**src/rtl/quad_encoder_counter.sv**
```systemverilog
// Quadrature encoder detent counter.
// Tracks the two debounced phases (a, b) of a rotary encoder, counts
// completed detents into an unsigned WIDTH-bit value, and emits one-cycle
// pulses for CW detents, CCW detents and illegal (both-phase) transitions.
// Build option: define ENCODER_WRAP_EN for modulo arithmetic on value;
// leave it undefined for saturating arithmetic.
module quad_encoder_counter #(
    parameter int WIDTH     = 8,
    parameter int STEP      = 1,
    parameter int DETENT_TR = 4,
    parameter int INIT      = 0
) (
    input  logic             clk,
    input  logic             reset,
    input  logic             a,
    input  logic             b,
    input  logic             load,
    input  logic [WIDTH-1:0] load_value,
    output logic [WIDTH-1:0] value,
    output logic             up_pulse,
    output logic             down_pulse,
    output logic             err_pulse
);

    // Phase state encodings equal the sampled {a,b} pair.
    typedef enum logic [1:0] {
        S00 = 2'b00,
        S01 = 2'b01,
        S11 = 2'b11,
        S10 = 2'b10
    } phase_t;

    // Four bits of signed accumulator comfortably hold -4..+4.
    localparam logic signed [3:0] ACC_POS = 4'(DETENT_TR);
    localparam logic signed [3:0] ACC_NEG = -ACC_POS;
    localparam logic [WIDTH-1:0]  INIT_V  = WIDTH'(INIT);

    phase_t            state;
    phase_t            state_next;
    logic signed [3:0] acc;
    logic signed [3:0] acc_next;
    logic signed [3:0] acc_inc;
    logic signed [3:0] acc_dec;
    logic [WIDTH-1:0]  value_next;
    logic [WIDTH-1:0]  value_up;
    logic [WIDTH-1:0]  value_down;
    logic              up_next;
    logic              down_next;
    logic              err_next;
    logic [1:0]        phase_in;
    logic              cw_step;
    logic              ccw_step;
    logic              illegal_step;

    assign phase_in = {a, b};
    assign acc_inc  = acc + 4'sd1;
    assign acc_dec  = acc - 4'sd1;

`ifdef ENCODER_WRAP_EN
    localparam logic [WIDTH-1:0] STEP_W = WIDTH'(STEP);

    // Modulo arithmetic: the carry/borrow simply falls off the top.
    always_comb begin
        value_up   = value + STEP_W;
        value_down = value - STEP_W;
    end
`else
    localparam logic [WIDTH:0] STEP_X = (WIDTH+1)'(STEP);
    logic [WIDTH:0] sum_x;
    logic [WIDTH:0] diff_x;

    // Saturating arithmetic: the extra top bit flags overflow or underflow.
    always_comb begin
        sum_x      = {1'b0, value} + STEP_X;
        diff_x     = {1'b0, value} - STEP_X;
        value_up   = sum_x[WIDTH]  ? {WIDTH{1'b1}} : sum_x[WIDTH-1:0];
        value_down = diff_x[WIDTH] ? {WIDTH{1'b0}} : diff_x[WIDTH-1:0];
    end
`endif

    // Classify the move from the last sampled phase pair to the current one.
    always_comb begin
        cw_step  = 1'b0;
        ccw_step = 1'b0;
        unique case (state)
            S00: begin
                cw_step  = (phase_in == 2'b01);
                ccw_step = (phase_in == 2'b10);
            end
            S01: begin
                cw_step  = (phase_in == 2'b11);
                ccw_step = (phase_in == 2'b00);
            end
            S11: begin
                cw_step  = (phase_in == 2'b10);
                ccw_step = (phase_in == 2'b01);
            end
            S10: begin
                cw_step  = (phase_in == 2'b00);
                ccw_step = (phase_in == 2'b11);
            end
            default: ;
        endcase
        illegal_step = (phase_in == ~state);
    end

    // Next phase state, accumulator, value and pulses; load overrides value.
    always_comb begin
        state_next = phase_t'(phase_in);
        acc_next   = acc;
        value_next = value;
        up_next    = 1'b0;
        down_next  = 1'b0;
        err_next   = 1'b0;

        if (illegal_step) begin
            err_next = 1'b1;
            acc_next = 4'sd0;
        end else if (cw_step) begin
            if (acc_inc == ACC_POS) begin
                up_next    = 1'b1;
                value_next = value_up;
                acc_next   = 4'sd0;
            end else begin
                acc_next = acc_inc;
            end
        end else if (ccw_step) begin
            if (acc_dec == ACC_NEG) begin
                down_next  = 1'b1;
                value_next = value_down;
                acc_next   = 4'sd0;
            end else begin
                acc_next = acc_dec;
            end
        end

        if (load) begin
            value_next = load_value;
            acc_next   = 4'sd0;
        end
    end

    // State register; reset adopts the live phases so it never counts.
    always_ff @(posedge clk) begin
        if (reset) begin
            state      <= phase_t'(phase_in);
            acc        <= 4'sd0;
            value      <= INIT_V;
            up_pulse   <= 1'b0;
            down_pulse <= 1'b0;
            err_pulse  <= 1'b0;
        end else begin
            state      <= state_next;
            acc        <= acc_next;
            value      <= value_next;
            up_pulse   <= up_next;
            down_pulse <= down_next;
            err_pulse  <= err_next;
        end
    end

endmodule

```
**config.mk**
```make
export PLATFORM = sky130hd
export DESIGN_NAME = quad_encoder_counter
export DESIGN_NICKNAME = d
export VERILOG_FILES = /design/src/rtl/quad_encoder_counter.sv
export SDC_FILE = /design/constraint.sdc
export NUM_CORES = 1
export LEC_CHECK = 0
export CAP_MARGIN = 20
export CORE_MARGIN = 8
export CORE_UTILIZATION = 47
export CTS_CLUSTER_DIAMETER = 150
export DETAILED_ROUTE_END_ITERATION = 8
export PLACE_DENSITY = 0.82
export SETUP_SLACK_MARGIN = 0.2
export SLEW_MARGIN = 20
export SYNTH_ARGS = -nofsm -noshare
export SYNTH_HDL_FRONTEND = slang
export SYNTH_SLANG_ARGS = --single-unit
```
**constraint.sdc**
```tcl
create_clock -name clk -period 2.3 [get_ports clk]
set_input_delay 0.69 -clock clk [delete_from_list [all_inputs] [get_ports clk]]
set_output_delay 0.69 -clock clk [all_outputs]
set_load 0.005 [all_outputs]
```
==> impl_results.md <==
* Main synth FF type: dfxtp_1
* Crit-path max FO at 10
* Die X at 69.8 um
* Hold Path Class: flip-flop to flip-flop
* Via count at between 1,000 and 1,500
* Status: finished, final reports clean
* Cell Area, Synth at between 1000 and 1500 um^2
* Unique masters post-synth at 54
* CP cell instances: clkdlybuf4s50_1
* Worst-Margin Slew at approximately 0.41 ns
* Core ar. at about 2800 um^2
* Synth area leaders: dfxtp_1, nand2_1, nor2_1, ha_1, xnor2_1
* Diodes inserted at 0
* Leading cell type by number of instances after synthesis: nand2_1
* Max_slew headroom at about 73%
* Critical path type: flip-flop to output port
* I/O pin count at 24
* Power Density at between 400 and 500 nW/um^2
* Core Util, Final at around two thirds
* Hold Vio Cnt, Final at 0
* Final setup TNS at 0 ns
* Setup repair after global routing missed its margin: true
* DRT iter0 DRCs at approximately 140
* P_leak at between 0.0007 and 0.0008 uW
* Max Buffers Root-to-Sink at 2
* Post-synth top area share at ~25%
* Clk slew on worst S/H paths at around 0.12 ns
* Final period util at between 90% and 100%
* Vias/cell at between 5 and 6
* Commonest cells post-synth: nand2_1, dfxtp_1, nor2_1
* CP Data Required Time at between 1.5 and 2 ns
* CTS tree: yes
* Finished Layout Cells at between 200 and 300
* Top delay family on crit path: buffers and inverters
* Yosys warns at 0
* Remaining antenna violation count at 0
* #FFs+latches synth at 17
* Setup Viol. Count Final at 0
* Worst Setup End Kind: output port
* Number of flops mapped to enable cells by yosys at 0
* Cells after Synth at 173
* MaxCap Viol Count at 0
* VDD IR-drop max at between 0.0004 and 0.0005 V
* Initial antenna violation count at 0
* GPL Wtd Cong at ~0.92
* Final nets at 240
* # rows at 19
* Total Routing Usage GR at about 16%
* Syn_area_per_cell at ~7.9 um^2
* Pre-antenna DRT Iters at 4
* Dominant cell type by area after synthesis: dfxtp_1
* Worst path bufs/invs at 1
* Sequential share of the synthesized area at between 20% and 30%
* Syn nets at roughly 190
* Fmax at roughly 480 MHz
* Vias in the first global route at 1,478
* Wire per inst at between 15 and 20 um
* Post-layout min period at a little over 2 ns
* Skew-Pair Late Insertion Delay at around 0.31 ns
* Gr ovfl total at 0
* Remaining DRCs at 0
* Clock Skews at 0.00681 ns
* Total Routed Length at approximately 4000 um
* Placed Cells at between 200 and 250
* Root buffer cell: clkbuf_4
* # clock sinks at 17
* Setup crit start kind: flip-flop
* Layout cell share with drive strength beyond 1 at 25.8%
* Crit path DAT at approximately 1.4 ns
* Largest net degree at the start of global routing at 11
* First-pass GRT wire length at 6790 um
* H-tree depth at 1
* # port buffers at 23
* Num CTS Buffers at 3
* Slew Limit Fails at 0
* Chip Height at approximately 70 um
* Syn-to-layout area delta at 36.5%
* HPWL Detailed at 3080 um
* CP peak stage delay at 0.56 ns
* Initial Utilization at between 40% and 50%
* CP max-delay cell: clkdlybuf4s50_1
* Ys async rst share at 0%
* Die ar. at roughly 4900 um^2
* Tot Pwr at roughly 920 uW
-- layout make-up --
cell class              instances  area [um^2]
clock buffers                   4         26.3
well taps                      31         38.8
flip-flops and latches         17          345
repair buffers                 52          445
multi-input cells             139          968
inverters                       9         33.8
fillers                       227          900
-- cell families (layout without fill, tap and decap cells) --
| family | after synthesis | in the layout | synth area share [%] |
|---|---|---|---|
| AOI/OAI and AO/OA | 45 | 45 | 26.3 |
| xor gates and xnor gates | 11 | 11 | 7.08 |
| adders and majority gates | 5 | 5 | 4.60 |
| buffers and inverters | 17 | 65 | 6.16 |
| DFF | 17 | 17 | 25.0 |
| muxes | 2 | 2 | 1.56 |
| and+or+nand+nor | 76 | 76 | 29.3 |
-- placed cells by master (no fill, tap or decap), drive strengths merged, types with 6 or more instances in the layout --
| master | netlist | layout |
|---|---|---|
| clkdlybuf4s50 | 0 | 21 |
| o211ai | 6 | 6 |
| buf | 4 | 29 |
| inv | 9 | 9 |
| nand3 | 6 | 6 |
| nor3 | 7 | 7 |
| nor2 | 18 | 18 |
| dfxtp | 17 | 17 |
| a21oi | 12 | 12 |
| xnor2 | 7 | 7 |
| nand2 | 21 | 21 |
-- flip-flops by register name (all words and copies together), names as in the netlist --
name,count
state,2
up_pulse,1
acc,4
err_pulse,1
down_pulse,1
value,8
-- metrics by stage --
stage / setup slack, ns / area (um^2) / hold slack (ns)
2_1_floorplan: 0.337 / 1360 / 0.511
3_3_place_gp: -0.276 / 1780 / 0.526
3_5_place_dp: -0.362 / 1780 / 0.542
4_1_cts: 0.201 / 1830 / 0.558
5_1_grt: 0.147 / 1860 / 0.581
6_report: 0.229 / 1860 / 0.556
-- what timing repair did --
item,in CTS,in global routing
buffers inserted,0,2
setup endpoints to repair,10,9
gates resized for setup,8,8
hold buffers,0,0
pin swaps,1,1
-- path summary, 6_finish.rpt --
check             depth (start not counted)  slack (ns)        to      from
hold / removal                            2        0.56  value[1]  value[1]
setup / recovery                          1        0.23  value[7]  value[7]
setup reg to reg                          9        0.28  value[3]  value[0]
hold reg to reg                           2        0.56  value[1]  value[1]
-- where the power goes --
part           leakage (uW)  internal [uW]  switching (uW)  total (uW)
logic              0.000557            200             189         390
clock network     0.0000150           67.7             111         179
registers          0.000141            314            35.0         349
total              0.000713            582             335         917
-- metal layers --
| layer | vias to the layer above | wire length (um) | track usage [%] |
|---|---|---|---|
| met5 | - | 0 | 0 |
| met4 | 0 | 36 | 4.02 |
| met3 | 5 | 225 | 3.86 |
| met2 | 50 | 2040 | 28.1 |
| met1 | 704 | 1730 | 19.1 |
| li1 | 734 | - | - |
Power figures use the tool's default switching activity.
